<file path="src/rtl/arith_pkg.sv">
// Shared definitions for the sequential arithmetic family (multipliers, dividers).
package arith_pkg;

  // Default operand width for the family
  localparam int ARITH_WIDTH = 4;

  // Control FSM encoding; the divider family uses the same encoding
  typedef enum logic [1:0] {
    IDLE = 2'd0,
    RUN  = 2'd1,
    DONE = 2'd2
  } arith_state_e;

  // Counter width able to hold 0..w without wrapping
  function automatic int cnt_bits(input int w);
    return $clog2(w + 1);
  endfunction

endpackage

</file>
<file path="src/rtl/mult_datapath.sv">
// Shift-add datapath: operand capture, 2*WIDTH accumulator, iteration counter
// and the held Product register. Sequencing comes from the FSM in the top.
module mult_datapath
  import arith_pkg::*;
#(
  parameter int WIDTH = ARITH_WIDTH
) (
  input  logic               clk,
  input  logic               rst,
  input  logic               load_i,     // capture operands, clear acc/counter
  input  logic               step_i,     // perform one shift-add iteration
  input  logic [WIDTH-1:0]   a_i,
  input  logic [WIDTH-1:0]   b_i,
  output logic               last_o,     // current iteration is the final one
  output logic [2*WIDTH-1:0] product_o
);

  localparam int CW = cnt_bits(WIDTH);
  localparam int PW = 2 * WIDTH;

  logic [WIDTH-1:0] a_q, a_d;
  logic [WIDTH-1:0] b_q, b_d;
  logic [PW-1:0]    acc_q, acc_d;
  logic [CW-1:0]    cnt_q, cnt_d;
  logic [PW-1:0]    prod_q, prod_d;

  logic [PW-1:0]    a_ext;
  logic [WIDTH-1:0] b_sh;
  logic [PW-1:0]    addend;
  logic [PW-1:0]    sum;

  // Partial product for this iteration: multiplier bit cnt selects a shifted
  // multiplicand. Operands are never shifted in place so they stay stable.
  always_comb begin
    a_ext  = {{WIDTH{1'b0}}, a_q};
    b_sh   = b_q >> cnt_q;
    addend = b_sh[0] ? (a_ext << cnt_q) : '0;
    sum    = acc_q + addend;
  end

  assign last_o    = (cnt_q == CW'(WIDTH - 1));
  assign product_o = prod_q;

  // Next-state: load has priority, otherwise iterate while stepping
  always_comb begin
    a_d    = a_q;
    b_d    = b_q;
    acc_d  = acc_q;
    cnt_d  = cnt_q;
    prod_d = prod_q;
    if (load_i) begin
      a_d   = a_i;
      b_d   = b_i;
      acc_d = '0;
      cnt_d = '0;
    end else if (step_i) begin
      acc_d = sum;
      cnt_d = cnt_q + CW'(1);
      if (last_o) prod_d = sum;
    end
  end

  // Datapath registers with synchronous reset
  always_ff @(posedge clk) begin
    if (rst) begin
      a_q    <= '0;
      b_q    <= '0;
      acc_q  <= '0;
      cnt_q  <= '0;
      prod_q <= '0;
    end else begin
      a_q    <= a_d;
      b_q    <= b_d;
      acc_q  <= acc_d;
      cnt_q  <= cnt_d;
      prod_q <= prod_d;
    end
  end

endmodule

</file>
<file path="src/rtl/multiplier_4bit_seq.sv">
// Sequential unsigned multiplier: IDLE/RUN/DONE control around a shift-add
// datapath. One operand pair per operation, WIDTH RUN cycles, valid/ready on
// both sides with registered handshake outputs.
module multiplier_4bit_seq
  import arith_pkg::*;
#(
  parameter int WIDTH = ARITH_WIDTH
) (
  input  logic               clk,
  input  logic               rst,
  input  logic               in_valid,
  output logic               in_ready,
  input  logic [WIDTH-1:0]   A,
  input  logic [WIDTH-1:0]   B,
  output logic               out_valid,
  input  logic               out_ready,
  output logic [2*WIDTH-1:0] Product
);

  arith_state_e state_q;
  logic         in_ready_q;
  logic         out_valid_q;
  logic         load;
  logic         step;
  logic         last;

  // Datapath controls are pure state decodes, gated by in_valid only in IDLE
  always_comb begin
    load = (state_q == IDLE) && in_valid;
    step = (state_q == RUN);
  end

  mult_datapath #(.WIDTH(WIDTH)) u_dp (
    .clk       (clk),
    .rst       (rst),
    .load_i    (load),
    .step_i    (step),
    .a_i       (A),
    .b_i       (B),
    .last_o    (last),
    .product_o (Product)
  );

  // Control FSM; handshake flags are registered alongside the state so they
  // never depend combinationally on inputs
  always_ff @(posedge clk) begin
    if (rst) begin
      state_q     <= IDLE;
      in_ready_q  <= 1'b1;
      out_valid_q <= 1'b0;
    end else begin
      case (state_q)
        IDLE: begin
          if (in_valid) begin
            state_q    <= RUN;
            in_ready_q <= 1'b0;
          end
        end
        RUN: begin
          if (last) begin
            state_q     <= DONE;
            out_valid_q <= 1'b1;
          end
        end
        DONE: begin
          // Return to IDLE only; a new accept waits for the following edge
          if (out_ready) begin
            state_q     <= IDLE;
            out_valid_q <= 1'b0;
            in_ready_q  <= 1'b1;
          end
        end
        default: begin
          state_q     <= IDLE;
          in_ready_q  <= 1'b1;
          out_valid_q <= 1'b0;
        end
      endcase
    end
  end

  assign in_ready  = in_ready_q;
  assign out_valid = out_valid_q;

endmodule

</file>
<file path="config.mk">
export PLATFORM = sky130hd
export DESIGN_NAME = multiplier_4bit_seq
export DESIGN_NICKNAME = d
export VERILOG_FILES = /design/src/rtl/arith_pkg.sv /design/src/rtl/mult_datapath.sv /design/src/rtl/multiplier_4bit_seq.sv
export SDC_FILE = /design/constraint.sdc
export NUM_CORES = 1
export LEC_CHECK = 0
export ABC_AREA = 1
export CAP_MARGIN = 5
export CORE_MARGIN = 3
export CORE_UTILIZATION = 41
export DETAILED_ROUTE_END_ITERATION = 16
export GPL_ROUTABILITY_DRIVEN = 0
export PLACE_DENSITY_LB_ADDON = 0.1
export RECOVER_POWER = 100
export SYNTH_ARGS = -nofsm -noshare
export SYNTH_HDL_FRONTEND = slang
export SYNTH_SLANG_ARGS = --single-unit
</file>
<file path="constraint.sdc">
create_clock -name clk -period 6.2 [get_ports clk]
set_input_delay 1.24 -clock clk [delete_from_list [all_inputs] [get_ports clk]]
set_output_delay 1.24 -clock clk [all_outputs]
set_load 0.005 [all_outputs]
</file>
* Word level (Yosys, flattened, before mapping) *
Cells that the tools add are included.

storage, ports and cells
  flip-flop bits (word level) = 31
  bits of input ports = 12

cells by class
  add/subtract/negate cells = 2
  multiplexer cells = 11
  reduce and logical (&&, ||, !) cells = 7
  shift operators = 2
  bitwise operators = 3
  equal/unequal tests = 6

operators with widths
  cell                                           count
  AND reduction 3 bit                            4
  adder 8 bit                                    1
  two-way mux 8 bit                              1
  << shifter 4 x 3 -> 8 bit                      1
  two-way mux 2 bit                              3
  one-hot mux 1 bit (3 select lines)             2
  one-hot mux 2 bit (3 select lines)             1
  two-way mux 1 bit                              4
  != test 2 bit, second input constant           2
  right shift 4 x 3 -> 1 bit                     1
  adder 3 x 1 -> 3 bit, second input constant    1
  == test 3 x 2 -> 1 bit, second input constant  1
  NOT 1 bit                                      3
  == test 2 x 1 -> 1 bit, second input constant  1
  == test 2 bit, second input constant           1
  logical NOT 2 bit                              1
  != test 2 x 1 -> 1 bit, second input constant  1
  OR reduction 2 bit                             1
  logical AND 1 bit                              1

* Longest topological paths before layout *
  depth after elaboration = 4
  mapped depth = 18
  depth with buffers taken out = 17

* Modules after synthesis *
Synthesis repeated with hierarchy kept, for this count alone.

second synthesis, totals
  cell total of the unflattened synthesis = 256
  area, all modules = 1759.2 um2

by module, submodules not included
  module               seq. area each (um2)  instances  cells an instance  area each (um2)
  mult_datapath        540.5                 1          234                1596.5
  multiplier_4bit_seq  80.1                  1          22                 162.7

* Worst setup path after synthesis *
No wires, ideal clock.

  path type = reg-to-reg
  start point = register u_dp.cnt_q[0]
  end point = register u_dp.acc_q[4]
  period minus slack after synthesis = 2.196 ns
  data arrival time = 2.140 ns
  slack = 4.004 ns
  data required time = 6.144 ns
  cell stages (with the launch flop) = 17
  path buffers = 1
  cell sequence = dfxtp_1 > buf_4 > inv_4 > o21ai_1 > nand2_1 > o31ai_2 > nand2_1 > nor2_1 > ha_1 > inv_1 > fa_1 > nor2_1 > nor2_1 > or2_1 > nand3_1 > nand2_1 > inv_1

on the way
  longest elaborated chain between the ends = 3

RTL lines
  item                                                                            RTL line                                  text
  start: declaration                                                              mult_datapath.sv:24                       logic [CW-1:0] cnt_q, cnt_d;
  start signal: assignment                                                        mult_datapath.sv:75                       cnt_q <= cnt_d;
  << shifter 4 x 3 -> 8 bit / right shift 4 x 3 -> 1 bit (equally long branches)  mult_datapath.sv:37, mult_datapath.sv:36
  two-way mux 8 bit (*)                                                           mult_datapath.sv:37                       addend = b_sh[0] ? (a_ext << cnt_q) : '0;
  adder 8 bit (*)                                                                 mult_datapath.sv:38                       sum = acc_q + addend;
  end signal: assignment                                                          mult_datapath.sv:68                       acc_q <= '0;
  end signal: assignment                                                          mult_datapath.sv:74                       acc_q <= acc_d;
  end: declaration                                                                mult_datapath.sv:23                       logic [PW-1:0] acc_q, acc_d;

Every way passes the cells marked *; elsewhere a longest branch is shown, timed or not.
A chain may end at the register's enable or synchronous reset.

* Worst setup path in the final report *
  start point = register u_dp.cnt_q[0]
  end point = register u_dp.prod_q[4] (netlist: u_dp.product_o[4])

on the way
  longest elaborated chain between the ends = 3

RTL lines
  item                                                                            RTL line                                  text
  << shifter 4 x 3 -> 8 bit / right shift 4 x 3 -> 1 bit (equally long branches)  mult_datapath.sv:37, mult_datapath.sv:36
  two-way mux 8 bit                                                               mult_datapath.sv:37
  adder 8 bit                                                                     mult_datapath.sv:38
  end signal: assignment                                                          mult_datapath.sv:76                       prod_q <= prod_d;
  end: declaration                                                                mult_datapath.sv:25                       logic [PW-1:0] prod_q, prod_d;

Parallel ways exist; a longest one is shown, timed or not.

==> flow_summary.json <==
{
  "grt_pass1_wl_mm": 6.568,
  "drc": 0,
  "clock_sink_count": 31,
  "diodes": 0,
  "worst_ep_required_time_ps": 6430,
  "slew_viol_final": 0,
  "num-fill-cells": 404,
  "ys_types": 33,
  "fin_crit_sh": 0.4699,
  "grt.overflow.total": 0,
  "cts_tree": "done",
  "async_reset_ff_frac": 0,
  "wl_mm": 3.755,
  "yosys_most_used_dff": "dfxtp_1",
  "grt_max_degree": 19,
  "fin_hold_ws_ps": 454.2,
  "drtIter0Drc": 64,
  "vias_per_cell": 4.720,
  "final_cell_mix": "nand2_1 (62), inv_1 (36), dfxtp_1 (31), nor2_1 (30), nand3_1 (17)",
  "rsz0062_at_grt": "no",
  "antenna_left": 0,
  "setup_violations": 0,
  "clockBufferDepth": 2,
  "gr-usage-all-layers": 0.1634,
  "vias": 1534,
  "dpl.hpwl_mm": 2.817,
  "drt_first_pass_iters": 4,
  "clock_latency_ps": 270,
  "grt_pass1_vias": 1433,
  "netlist.area_leader.share": 0.3535,
  "die_width_um": 71.44,
  "rrSetupSlack_ps": 3290,
  "p_leak_nw": 1.000,
  "synth_seq_cells": 31,
  "crit_arrival_ps": 3140,
  "cts_inserted_buffers": 5,
  "post_cts_resize_count": 0,
  "path_clk_slew_ps": 60,
  "final_common_cell": "nand2_1",
  "yosys.area.top_type": "dfxtp_1",
  "die_h_um": 71.44,
  "h-tree-depth": 2,
  "synth_nets": 275,
  "powerDensity_nw_per_um2": 207.3,
  "netlist_area_um2": 1755,
  "seq_area_um2": 620.6,
  "final_nets": 297,
  "dp_cells": 318,
  "rows": 23,
  "finalCriticalPeriod_ps": 2914,
  "timing.critical_path.from_type": "flop",
  "worstMarginPinSlew_ps": 477.7,
  "coreArea_um2": 4058,
  "cap_violations": 0,
  "wl_per_cell_um": 11.55,
  "crit_type": "flop to flop",
  "status": "finished clean",
  "tns_ps": 0,
  "crit_fanout": 9,
  "synth_cells": 253,
  "multi_input_area_um2": 918.4,
  "areaGrowthSynthToFinish_pct": 17.61,
  "max_freq_mhz": 343.2,
  "relSlewSlack": 0.6812,
  "synth-edff-count": 0,
  "cts_root_buffer": "clkbuf_8",
  "ir_worst_vdd_mv": 0.07428,
  "syn_area_per_cell_um2": 6.938,
  "drive_above_1_share": 0.06909,
  "io_buffers": 21,
  "pin_count": 22,
  "cts_hold_buffers": 0,
  "hold_viol": 0,
  "antenna_found_initial": 0,
  "dieArea_um2": 5103,
  "synthTopCellsByArea": "dfxtp_1 (35%), nand2_1 (13%), inv_1 (7.3%), ha_1 (6.4%), nor2_1 (6.4%)",
  "initial_core_util": 0.4326,
  "ys_seq_area_frac": 0.3535,
  "postCtsSetupRepairBufs": 0,
  "clock_skew_ps": 2.704,
  "worstSetupEndpointType": "flop",
  "min-delay-path-class": "flop to flop",
  "yosys_warnings": 0,
  "layoutNonFillerInstCount": 325
}
flip-flops by register name, indices dropped and copies added (netlist names):
| name | cells |
|---|---|
| in_ready | 1 |
| out_valid | 1 |
| state_q | 2 |
| u_dp.a_q | 4 |
| u_dp.acc_q | 8 |
| u_dp.b_q | 4 |
| u_dp.cnt_q | 3 |
| u_dp.product_o | 8 |
area by class of cell:
cell class / count / area share
Tap cell: 50 / 0.03030
Inverter: 43 / 0.08000
Clock inverter: 1 / 0.002424
Sequential cell: 31 / 0.3006
Timing Repair Buffer: 21 / 0.1018
Clock buffer: 6 / 0.04000
Multi-Input combinational cell: 173 / 0.4448
path summary, 6_finish.rpt:
kind | start | endpoint | cells after the start
max | u_dp.cnt_q[0] | u_dp.product_o[4] | 15
min reg2reg | in_ready | in_ready | 2
min | in_ready | in_ready | 2
max reg2reg | u_dp.cnt_q[0] | u_dp.product_o[4] | 15
routing by layer:
metal	track usage	up-vias	share of wire	wire length (um)
met2	0.2510	27	0.43	1611
met4	0.06263	0	0.0085	32
met1	0.2275	667	0.50	1880
met5	0	-	0	0
li1	-	838	-	-
met3	0.02945	2	0.061	229
synthesized netlist by cell type, types with 2 or more instances:
cell      number
a21oi_1       13
buf_6          2
clkbuf_1       2
dfxtp_1       31
ha_1           9
inv_1         34
inv_2          6
inv_4          2
nand2_1       61
nand3_1       17
nand3b_1       2
nand4_1        2
nor2_1        30
o21a_1         6
o21ai_0       15
o21ai_1        3
or2_1          2
critical path, stage by stage (launching register included):
cell and delay [ps]:
dfxtp_1 500, clkinvlp_2 330, o21ai_0 320, nand2_1 80, o31ai_1 110, nand2_1 150, nor2_1 110, ha_1 190
inv_1 60, fa_1 430, nor2_1 130, nor2_1 50, or2_1 220, nand3_1 90, nand2_1 60, inv_1 40
where the power goes:
group          switching, W  internal (W)  leakage (nW)
Combinational     0.0000344     0.0000225         0.701
Clock             0.0000706     0.0000869        0.0470
Sequential       0.00000583      0.000208         0.253
Total              0.000111      0.000317          1.00
per-stage QoR:
stage,utilization,area [um^2],total power [W],setup WS [ps]
global route,0.5088,2064,0.0004497,2892
global placement,0.4894,1986,0.0002769,3536
finish,0.5088,2064,0.0004279,3286
floorplan,-,1755,0.0002588,4004
CTS,0.5109,2073,0.0004370,3629
detailed placement,0.4894,1986,0.0002768,3477
logic make-up (layout without fill, tap and decap cells):
kind of cell    count (synthesis)  after routing  share of synthesized area
fa+ha+maj                      10             10                    0.07555
flops                          31             31                     0.3535
compound gates                 42             42                     0.1418
xor+xnor                        1              1                   0.004990
simple gates                  120            120                     0.3051
buf+inv                        49             71                     0.1190
No activity file was read; power rests on OpenSTA's default activity.
